`config.mk`:
```
export PLATFORM = sky130hd
export DESIGN_NAME = prog_loader
export DESIGN_NICKNAME = d
export VERILOG_FILES = /design/src/rtl/prog_loader.sv
export SDC_FILE = /design/constraint.sdc
export NUM_CORES = 1
export LEC_CHECK = 0
export CAP_MARGIN = 20
export CORE_ASPECT_RATIO = 0.8
export CORE_MARGIN = 5
export CORE_UTILIZATION = 49
export DETAILED_ROUTE_END_ITERATION = 8
export PLACE_DENSITY = 0.86
export SLEW_MARGIN = 20
export SYNTH_ARGS = -nofsm -noshare
export SYNTH_HDL_FRONTEND = slang
export SYNTH_SLANG_ARGS = --single-unit
```
`constraint.sdc`:
```
create_clock -name clk -period 1.9 [get_ports clk]
set_input_delay 0.38 -clock clk [delete_from_list [all_inputs] [get_ports clk]]
set_output_delay 0.38 -clock clk [all_outputs]
set_load 0.02 [all_outputs]
```
`src/rtl/prog_loader.sv`:
```
// Instruction-memory loader: takes a framed byte stream, writes big-endian 16-bit
// words to consecutive addresses and holds the CPU in reset until the checksum verifies.
module prog_loader #(
  parameter logic [7:0] BASE_ADDR = 8'h00
) (
  input  logic        clk,
  input  logic        rst,
  input  logic        start,
  input  logic [7:0]  in_data,
  input  logic        in_valid,
  output logic        in_ready,
  output logic        wr_en,
  output logic [7:0]  wr_addr,
  output logic [15:0] wr_data,
  output logic        cpu_hold,
  output logic        done,
  output logic        err
);

  typedef enum logic [2:0] {
    S_IDLE, S_COUNT, S_HI, S_LO, S_WRITE, S_CHECK, S_DONE, S_ERR
  } state_t;

  state_t      state, state_nxt;
  logic [8:0]  remaining;
  logic [7:0]  addr;
  logic [7:0]  csum;
  logic [7:0]  hi_byte;
  logic        xfer;

  assign xfer = in_valid && in_ready;

  always_comb begin
    state_nxt = state;
    in_ready  = 1'b0;
    wr_en     = 1'b0;
    cpu_hold  = 1'b1;
    done      = 1'b0;
    err       = 1'b0;
    case (state)
      S_IDLE:  if (start) state_nxt = S_COUNT;
      S_COUNT: begin
        in_ready = 1'b1;
        if (in_valid) state_nxt = S_HI;
      end
      S_HI: begin
        in_ready = 1'b1;
        if (in_valid) state_nxt = S_LO;
      end
      S_LO: begin
        in_ready = 1'b1;
        if (in_valid) state_nxt = S_WRITE;
      end
      S_WRITE: begin
        wr_en     = 1'b1;
        state_nxt = (remaining == 9'd1) ? S_CHECK : S_HI;
      end
      S_CHECK: begin
        in_ready = 1'b1;
        if (in_valid) state_nxt = (in_data == csum) ? S_DONE : S_ERR;
      end
      S_DONE: begin
        cpu_hold = 1'b0;
        done     = 1'b1;
        if (start) state_nxt = S_COUNT;
      end
      S_ERR: begin
        err = 1'b1;
        if (start) state_nxt = S_COUNT;
      end
      default: state_nxt = S_IDLE;
    endcase
  end

  // wr_addr/wr_data are captured with the low byte so they are already stable
  // for the whole WRITE cycle and keep their value afterwards.
  always_ff @(posedge clk or negedge rst) begin
    if (!rst) begin
      state     <= S_IDLE;
      remaining <= 9'd0;
      addr      <= 8'd0;
      csum      <= 8'd0;
      hi_byte   <= 8'd0;
      wr_addr   <= BASE_ADDR;
      wr_data   <= 16'd0;
    end else begin
      state <= state_nxt;
      case (state)
        S_COUNT: if (xfer) begin
          remaining <= (in_data == 8'd0) ? 9'd256 : {1'b0, in_data};
          csum      <= 8'd0;
          addr      <= BASE_ADDR;
        end
        S_HI: if (xfer) begin
          hi_byte <= in_data;
          csum    <= csum ^ in_data;
        end
        S_LO: if (xfer) begin
          wr_data <= {hi_byte, in_data};
          wr_addr <= addr;
          csum    <= csum ^ in_data;
        end
        S_WRITE: begin
          addr      <= addr + 8'd1;
          remaining <= remaining - 9'd1;
        end
        default: ;
      endcase
    end
  end

endmodule

```
[Yosys cells after proc, flatten, opt, wreduce, memory -nomap -nowiden]
Cells that the tools add are included.
Cells by class
  add/sub/neg operators: 2
  equal/unequal tests: 16
  multiplexer cells: 20
  bitwise operators: 1
  reductions and logical operators: 13
Operators by type and width (number)
  case mux 8 bit (2 select lines): 2
  two-way mux 3 bit: 6
  two-way mux 9 bit: 2
  case mux 3 bit (6 select lines): 1
  case mux 9 bit (2 select lines): 1
  two-way mux 8 bit: 2
  == test 3 bit, second input constant: 4
  inequality test 2 bit, second input constant: 5
  == test 9 x 1 -> 1 bit, second input constant: 1
  subtractor 9 x 1 -> 9 bit, second input constant: 1
  adder 8 x 1 -> 8 bit, second input constant: 1
  == test 8 bit: 1
  zero test 8 bit: 1
  XOR 8 bit: 1
  == test 3 x 2 -> 1 bit, second input constant: 2
  two-way mux 1 bit: 6
  AND reduction 2 bit: 3
  AND reduction 5 bit: 1
  inequality test 2 x 1 -> 1 bit, second input constant: 2
  nonzero test 2 bit: 2
  OR reduction 4 bit: 1
  == test 3 x 1 -> 1 bit, second input constant: 1
  zero test 3 bit: 1
  AND reduction 3 bit: 1
  other kinds (3): 3
Word-level totals
  register bits after elaboration: 60
  input bits: 12
  output and inout bits: 29
  logic and storage cells: 59

[Depth between registers and ports, before layout]
Gate-level depths: netlist of the first run.
  depth after elaboration: 6
  gate-level depth with buffers: 8
  mapped depth without buffers: 7

[Worst setup path before layout of the first run]
OpenSTA, ideal clock, no wires.
  path kind: flip-flop to flip-flop
  start point: reg state[2]
  end point: reg state[0]
  setup time: 125 ps
  data arrival time: 1712 ps
  data required time: 1775 ps
  path slack: 63 ps
  stages on the path, launching flop included: 7
  buffers on the path: 1
  period minus slack after synthesis: 1837 ps
  path through: dfrtp_1 buf_6 nand2b_1 or4_1 or4_1 a211oi_1 nor3_1
On the way
  longest elaborated chain between the ends: 4
  elaborated cells between the ends (all ways): 16
  those cells by class: eq/ne (12); mux (1); reduce/logical (3)
RTL lines
  from (decl): line 24  | state_t state, state_nxt;
  from (signal assigned): line 87  | state <= state_nxt;
  == test 3 bit / zero test 3 bit (equally long branches): line 40  | case (state)
  OR reduction 3 bit (no line)
  inequality test 2 x 1 -> 1 bit (no line)
  AND reduction 5 bit (no line)
Parallel ways exist; a longest one is shown, timed or not.
A chain may end at the register's enable or synchronous reset.

[Final worst setup path of the first run]
  start point: reg state[1]
  end point: reg state[0]
Same word-level chain as after synthesis.

==> results of run 1 <==
==> cells in the final DEF (no fill, tap or decap), drive strengths merged, types with 3 or more instances in the layout <==
| cell | count |
|---|---|
| ha | 3 |
| clkdlybuf4s50 | 33 |
| nand2b | 14 |
| o211ai | 4 |
| buf | 35 |
| a21oi | 6 |
| or4 | 3 |
| nand2 | 25 |
| mux2 | 32 |
| o21ai | 28 |
| dfrtp | 60 |
| nor2b | 6 |
| nand4 | 4 |
| o31ai | 3 |
| clkinv | 3 |
| nor2 | 15 |
| nand3 | 10 |
| inv | 5 |
| nor3 | 6 |
| clkbuf | 16 |
==> cells by family (layout without fill, tap and decap cells) <==
kind of cell	Yosys count	count (layout)	synth area share (%)
flops	60	60	53.6
simple gates	91	91	17.5
compound gates	51	51	11.2
fa+ha+maj	3	3	1.34
mux	34	34	13.6
xor+xnor	1	1	0.313
buf+inv	14	96	2.55
==> sequential cells by signal (all words and copies together) (netlist names) <==
signal	cells
wr_addr	8
csum	8
addr	8
wr_data	16
hi_byte	8
remaining	9
state	3
==> worst max-delay path by stage <==
stage,start,endpoint,depth (start not counted)
after global placement,in_data[2],state[0],6
after global routing,state[1],state[0],5
after detailed placement,in_data[2],state[0],6
after CTS,state[1],state[0],5
after floorplan,state[2],state[0],6
final,state[1],state[0],5
==> power groups by stage <==
stage	Sequential, W	Combinational, W	Clock [W]
4_1_cts	0.00213	0.00246	0.00123
5_1_grt	0.00221	0.00269	0.00129
3_3_place_gp	0.00211	0.00238	0
6_report	0.00214	0.00247	0.00121
2_1_floorplan	0.00232	0.00120	0
3_5_place_dp	0.00214	0.00246	0
==> per-layer routing <==
| layer | GRT usage (%) | share of wire [%] |
|---|---|---|
| met5 | 0 | 0 |
| met4 | 7.49 | 1.6 |
| met3 | 7.25 | 7.8 |
| met2 | 31.2 | 47 |
| met1 | 27.8 | 43 |
==> area by class of cell <==
class	instances	area share [%]
well taps	78	2.61
repair buffers	74	17.3
multi-input cells	180	33.5
inverters	6	0.603
flip-flops and latches	60	40.2
clock buffers	13	4.53
clock inverters	3	1.17
==> stage by stage <==
| stage | setup WS, ps | cells | TNS [ps] |
|---|---|---|---|
| floorplan | 63.2 | 254 | 0 |
| global route | -87.2 | 414 | -104 |
| finish | -13.4 | 414 | -13.4 |
| CTS | -39.2 | 414 | -78.4 |
| global placement | -434 | 398 | -521 |
| detailed placement | -451 | 398 | -547 |
==> timing repair <==
item,in CTS,in global routing
gates resized for setup,12,8
endpoints found under the setup margin,6,8
pin swaps,0,2
==> metrics.md, run 1 <==
| Metric | Value |
|---|---|
| Remaining DRCs | 0 |
| Remaining global-route overflow | 0 |
| Fill count | just under 400 |
| Synth Register Bits | 60 |
| Top cell type's share of synthesized area | 53.6% |
| Post-Syn Area | roughly 2800 sq um |
| CP max stage cell | or4_4 |
| Die height | 77.6 um |
| Number of library cell types mapped by synthesis | between 40 and 50 |
| R2r setup slk | -10 ps |
| Worst VDD drop | 0.00110 V |
| Worst min path class | primary input to asynchronous set/reset pin |
| Clock Tree Buf Depth | 2 |
| Max Clock Freq | roughly 520 MHz |
| Leak Pwr | about 1.7 nW |
| Placed instance area | between 3000 and 4000 sq um |
| Reg2Reg Depth | 5 |
| Pins over their slew limit | 0 |
| FFs w/ async S/R, synth | 100% |
| Most frequent cell after synthesis | dfrtp_1 |
| Clock power frac | 20.8% |
| Final instance area | between 3000 and 4000 sq um |
| Crit-path max cell delay | ~520 ps |
| CP top delay family | simple AND/OR/NAND/NOR gates |
| Final WL | about 7000 um |
| WP data arrival | approximately 2100 ps |
| Logic pwr share | between 40% and 50% |
| Core ar. | ~5500 sq um |
| I/O pin cnt | 41 |
| Drt first pass iters | 4 |
| Full die area | ~7300 sq um |
| Commonest cells in the netlist | dfrtp_1 (60), mux2_2 (32), o21ai_0 (27) |
| HPWL after DPL | a little under 5000 um |
| Sw frac | a little over a third |
| Multi-input logic area | between 1000 and 1500 sq um |
| TritonCTS Sinks | 60 |
| Total GRT Usage | 20.7% |
| Top cell type by total area after synthesis | dfrtp_1 |
| Max cap viols | 0 |
| Final core occ | 67.9% |
| CP Max Fanout | 2 |
| Reg2reg end | state[0] |
| Pin count of the biggest net entering global routing | 61 |
| Reg area | approximately 1500 sq um |
| Setup repair after global routing missed its margin | true |
| CP required | ~2100 ps |
| Via-per-instance ratio | between 5 and 6 |
| Clk slew on worst S/H paths | around 70 ps |
| Die X | around 95 um |
| Vias in the first global route | roughly 2400 |
| Slew margin rel. | between 70% and 80% |
| TritonCTS buffer count | 9 |
| DRT iter0 DRCs | ~210 |
| Status | finished with violations |
| Max Clock Skew | approximately 5 ps |
| Rows | 24 |
| Power Internal | between 0.003 and 0.004 W |
| CP Class | register to register |
| Hold_ws | 32.0 ps |
| Post-CTS Setup Bufs | 0 |
| Syn_area_per_cell | 11.0 sq um |
| Final worst path period need | ~1900 ps |
| Cts hold-fix bufs | 0 |
| Wire per inst | around 16 um |
| Tot Pwr | around 0.0058 W |
| Top cells by area, synth | dfrtp_1 (54%), mux2_2 (13%), o21ai_0 (4.8%) |
| Final WS setup | -13.4 ps |
| CP dominant cell by count | or4_4 |
| Buf/Inv on CP | 0 |
| Critical Path, Cell by Cell | nand2b_4 > or4_4 > or4_4 > a211oi_2 > nor3_1 |
| Ant. Diodes | 0 |
| First-pass GRT wire length | 11800 um |
| Final hold vios | 0 |
| Synth Net Count | 269 |
| Via count | ~2300 |
| # port buffers | 40 |
| Synthesis warning total | 0 |
| Worst Tran Pin Value | between 300 and 400 ps |
| Final GP Congestion | 0.906 |
| Post-route ant nets | 0 |
| Layout cells sized above 1 | ~29% |
| EDFF count, synth | 0 |
| Period utilisation layout | 101% |
| P&R area growth vs syn | 33.2% |
| H-tree Lvls | 3 |
| Starting Density | between 50% and 60% |
| Initial antenna violation count | 0 |
| Net Sw Power | about 0.0021 W |
| Cells after Synth | ~250 |
| Final #Nets | 346 |
| FF-to-FF Start | state[1] |
| Failing checks | negative setup slack |
| Most common flop cell mapped by yosys | dfrtp_1 |
| Clock latency on the worst-skew pair | 340 ps |
| Worst setup SP type | register |
| Post-synthesis sequential area ratio | a little over half |
| Sequential share of power | 36.8% |
| Pwr/cell area | between 1500 and 2000 nW/um^2 |
| Critical Path End Type | register |
| # setup viols final | 1 |
| Root buffer cell | clkbuf_8 |
| CTS tree | yes |
No activity file was read; power rests on OpenSTA's default activity.
==> run 2: changes to the inputs <==
--- a/config.mk
+++ b/config.mk
@@ -10,6 +10,7 @@
 export CORE_MARGIN = 5
 export CORE_UTILIZATION = 49
 export DETAILED_ROUTE_END_ITERATION = 8
+export GPL_TIMING_DRIVEN = 0
 export PLACE_DENSITY = 0.86
 export SLEW_MARGIN = 20
 export SYNTH_ARGS = -nofsm -noshare
==> metrics.md, run 2 (same netlist as run 1, synthesis figures left out) <==
| Metric | Value |
|---|---|
| Failing checks | negative setup slack |
| H-tree Lvls | 3 |
| Pins over their slew limit | 0 |
| Top flop regs | wr_data: 16 flops, remaining: 9 flops |
| Remaining DRCs | 0 |
| Via count | 2283 |
| Drt first pass iters | 7 |
| Worst Tran Pin Value | about 560 ps |
| Layout cells sized above 1 | roughly a quarter |
| Post-route ant nets | 0 |
| Status | finished with violations |
| Via-per-instance ratio | 5.71 |
| Pin count of the biggest net entering global routing | 32 |
| Max cap viols | 0 |
| Wire per inst | 17.3 um |
| CP Max Fanout | 2 |
| Final WL | between 6000 and 7000 um |
| Final TNS setup | -43.9 ps |
| Core ar. | approximately 5500 sq um |
| Final hold vios | 0 |
| Rows | 24 |
| WP data arrival | about 2200 ps |
| Final core occ | between 60% and 70% |
| CP required | between 2000 and 2500 ps |
| Starting Density | approximately half |
| Pwr/cell area | about 1600 nW/um^2 |
| Worst min path class | register to register |
| Pre-CTS WS | -622 ps |
| Total GRT Usage | 20.1% |
| Period utilisation layout | 101% |
| Worst VDD drop | about 0.00093 V |
| Slew margin rel. | 62.9% |
| Root buffer cell | clkbuf_8 |
| TritonCTS Sinks | 60 |
| Metal2 WL | ~3300 um |
| Final worst path period need | 1930 ps |
| Full die area | 7340 sq um |
| Clock latency on the worst-skew pair | around 340 ps |
| Vias in the first global route | about 2300 |
| Final #Nets | 332 |
| HPWL after DPL | 4520 um |
| DRT iter0 DRCs | slightly below 300 |
| Leak Pwr | between 1.5 and 2 nW |
| Final WS setup | -25.3 ps |
| Critical Path End Type | register |
| # port buffers | 40 |
| Die height | roughly 78 um |
| Clk slew on worst S/H paths | approximately 80 ps |
| Clock Tree Buf Depth | 2 |
| P&R area growth vs syn | 30.4% |
| Most flops, register | wr_data |
| CTS tree | yes |
| Final instance area | 3650 sq um |
| Met1 wire length | just under 3000 um |
| Placed instance area | 3320 sq um |
| Reg area | about 1500 sq um |
| DR WL met3 | 479 um |
| Most common cell after layout, fill and taps aside | dfrtp_1 |
| TritonCTS buffer count | 9 |
| Max Clock Freq | 519 MHz |
| Max reg flops | 16 |
| CP Class | register to register |
| Most frequent cells in the layout | dfrtp_1 (59), mux2_2 (32), clkdlybuf4s50_1 (31) |
| Multi-input logic area | ~1300 sq um |
| Final GP Congestion | around 0.86 |
| Tot Pwr | between 0.005 and 0.006 W |
| First-pass GRT wire length | roughly 11000 um |
| Fill count | about 400 |
| Ant. Diodes | 0 |
| Max Clock Skew | roughly 11 ps |
| I/O pin cnt | 41 |
| Worst setup SP type | register |
| # setup viols final | 2 |
| Die X | 94.5 um |
| Remaining global-route overflow | 0 |
| Setup repair after global routing missed its margin | true |
| Highest routed metal layer | met4 |
| Initial antenna violation count | 0 |
-- run 2: timing repair --
action | CTS | global route
endpoints found under the setup margin | 32 | 22
pin swaps | 3 | 2
hold buffers | 1 | 0
hold endpoints to repair | 30 | 0
buffers inserted | 7 | 3
resized for setup | 27 | 12
-- run 2: final timing paths --
path	start	slack (ps)	to	depth (start not counted)
worst max-delay path	csum[6]	-30	state[0]	5
worst min-delay path	addr[7]	490	addr[7]	1
worst max register to register	csum[6]	-30	state[0]	5
worst min register to register	addr[7]	490	addr[7]	1
max in group asynchronous	rst	880	remaining[2]	3
min in group asynchronous	rst	520	wr_addr[6]	2
-- run 2: layout make-up --
type | instances | area share (%)
inverters | 6 | 0.753
flip-flops and latches | 60 | 41.1
clock buffers | 10 | 3.49
multi-input cells | 180 | 34.6
clock inverters | 6 | 2.43
repair buffers | 52 | 13.2
plain buffers | 8 | 1.68
well taps | 78 | 2.67
-- run 2: power breakdown --
group          internal, W  switching [W]
Sequential         0.00178       0.000355
Clock             0.000738       0.000519
Combinational      0.00124        0.00126
-- run 2: metal layers --
layer | vias up | GRT usage (%)
li1 | 1043 | -
met3 | 23 | 6.67
met2 | 120 | 31.9
met1 | 1097 | 26.3
met5 | - | 0
met4 | 0 | 5.91
-- run 2: stage by stage --
| stage | hold WS [ps] | std cells |
|---|---|---|
| 3_5_place_dp | 342 | 373 |
| 3_3_place_gp | 462 | 372 |
| 5_1_grt | 517 | 400 |
| 6_report | 490 | 400 |
| 4_1_cts | 497 | 397 |
| 2_1_floorplan | 84.4 | 254 |
-- run 2: worst max-delay path, cell delays in order (launching register included) --
cell,delay (ps)
dfrtp_1,380
nor2b_1,130
or4_1,540
or4_4,530
a211oi_2,170
nor3_1,60
==> run 3: changes to the inputs <==
--- a/config.mk
+++ b/config.mk
@@ -12,6 +12,7 @@
 export DETAILED_ROUTE_END_ITERATION = 8
 export GPL_TIMING_DRIVEN = 0
 export PLACE_DENSITY = 0.86
+export RECOVER_POWER = 100
 export SLEW_MARGIN = 20
 export SYNTH_ARGS = -nofsm -noshare
 export SYNTH_HDL_FRONTEND = slang
==> metrics.md, run 3 (same netlist as run 1, synthesis figures left out) <==
| Metric | Value |
|---|---|
| Status | finished with violations |
| Failing checks | negative setup slack |
| Pwr/cell area | approximately 1600 nW/um^2 |
| Clk slew on worst S/H paths | about 80 ps |
| Full die area | 7340 sq um |
| Core ar. | 5500 sq um |
| Die height | between 70 and 80 um |
| First-pass GRT wire length | 11400 um |
| Root buffer cell | clkbuf_8 |
| Layout cells sized above 1 | around a quarter |
| Worst min path class | register to register |
| Total GRT Usage | about a fifth |
| # port buffers | 40 |
| Final WS setup | -23.9 ps |
| Final hold vios | 0 |
| Top flop regs | wr_data: 16 flops, remaining: 9 flops |
| DRT iter0 DRCs | roughly 310 |
| Final GP Congestion | between 0.8 and 0.9 |
| Crit-path max cell delay | about 540 ps |
| Most flops, register | wr_data |
| Worst Tran Pin Value | roughly 770 ps |
| Final #Nets | 332 |
| Max Clock Skew | ~12 ps |
| CTS tree | yes |
| Clock Tree Buf Depth | 2 |
| I/O pin cnt | 41 |
| Most frequent cells in the layout | dfrtp_1 (59), mux2_2 (32), o21ai_0 (26), dlygate4sd3_1 (26), nand2_1 (24) |
| Via-per-instance ratio | about 5.6 |
| Vias in the first global route | between 2000 and 2500 |
| # setup viols final | 2 |
| Critical Path, Cell by Cell | nor2b_1 > or4_1 > or4_4 > a211oi_2 > nor3_1 |
| Worst VDD drop | 0.000893 V |
| Pre-CTS WS | -622 ps |
| Final WL | slightly below 7000 um |
| Pin count of the biggest net entering global routing | 32 |
| Pins over their slew limit | 0 |
| Buf/Inv on CP | 0 |
| Period utilisation layout | 101% |
| Final worst path period need | 1920 ps |
| Remaining DRCs | 0 |
| CP Class | register to register |
| Max Clock Freq | roughly 520 MHz |
| P&R area growth vs syn | 29.6% |
| Reg area | between 1500 and 2000 sq um |
| Fill count | 400 |
| Ant. Diodes | 0 |
| Max cap viols | 0 |
| TritonCTS buffer count | 9 |
| CP Max Fanout | 2 |
| Critical Path End Type | register |
| Initial antenna violation count | 0 |
| Rows | 24 |
| Multi-input logic area | ~1300 sq um |
| Clock latency on the worst-skew pair | roughly 340 ps |
| Drt first pass iters | 4 |
| Worst setup SP type | register |
| Max reg flops | 16 |
| HPWL after DPL | around 4500 um |
| Die X | around 95 um |
| Most common cell after layout, fill and taps aside | dfrtp_1 |
| Remaining global-route overflow | 0 |
| Via count | ~2200 |
| Setup repair after global routing missed its margin | true |
| CP top delay family | simple AND/OR/NAND/NOR gates |
| Wire per inst | 17.2 um |
| Leak Pwr | 1.64 nW |
| CP max stage cell | or4_1 |
| WP data arrival | 2150 ps |
| CP required | around 2100 ps |
| Starting Density | 51.0% |
| Post-route ant nets | 0 |
| H-tree Lvls | 3 |
| Hold_ws | 491 ps |
| Slew margin rel. | roughly 49% |
| TritonCTS Sinks | 60 |
==> run 3: cell count changes in the layout (fill, tap and decap cells not counted), sizes merged <==
cell           delta
clkbuf            +3
dlygate4sd3      +25
clkdlybuf4s50    -25
buf               -3
==> run 3: through the flow <==
step | total power (W) | util (%) | cells | TNS [ps] | instance area, sq um
after global placement | 0.00429 | 60.0 | 372 | -96790 | 3300
after detailed placement | 0.00440 | 60.4 | 373 | -15210 | 3320
after floorplan | 0.00352 | - | 254 | 0 | 2800
after global routing | 0.00612 | 66.1 | 400 | -646 | 3630
after CTS | 0.00580 | 65.9 | 397 | 0 | 3620
final | 0.00579 | 66.1 | 400 | -46.7 | 3630
==> run 3: power breakdown <==
group | internal, W | switching (W) | total [W]
logic | 0.00115 | 0.00126 | 0.00241
registers | 0.00178 | 0.000341 | 0.00212
clock network | 0.000738 | 0.000517 | 0.00126
==> run 3: worst register-to-register path, delay by kind of cell, from the launching register on <==
kind             cells  cell delay, ps
AO/OA/AOI/OAI        1             170
AND/OR/NAND/NOR      4            1260
flip-flops           1             380
==> run 3: final cells by class <==
class                      count  area share (%)
timing repair buffer          52            12.9
clock buffer                  10            3.51
clock inverter                 6            2.45
inverter                       6           0.758
tap                           78            2.69
buffer                         8            1.52
sequential                    60            41.4
multi-input combinational    180            34.8
==> run 3: what timing repair did <==
| item | 4_1_cts | 5_1_grt |
|---|---|---|
| gates resized for setup | 27 | 12 |
| hold buffers | 1 | 0 |
| pin swaps | 3 | 2 |
| hold endpoints to repair | 30 | 0 |
| setup buffers | 7 | 3 |
| setup endpoints to repair | 32 | 22 |
==> run 3: per-layer routing <==
metal	part of all wire, %	track usage [%]
met4	2.9	5.91
met2	48	31.9
met3	6.3	6.67
met5	0	0
met1	43	26.3
==> run 3: final timing paths <==
| check | startpoint | end | slack, ps | cells after the start |
|---|---|---|---|---|
| setup / recovery | csum[6] | state[0] | -20 | 5 |
| max in group asynchronous | rst | remaining[2] | 290 | 3 |
| setup reg to reg | csum[6] | state[0] | -20 | 5 |
| hold reg to reg | addr[7] | addr[7] | 490 | 1 |
| min in group asynchronous | rst | wr_addr[6] | 640 | 2 |
| hold / removal | addr[7] | addr[7] | 490 | 1 |
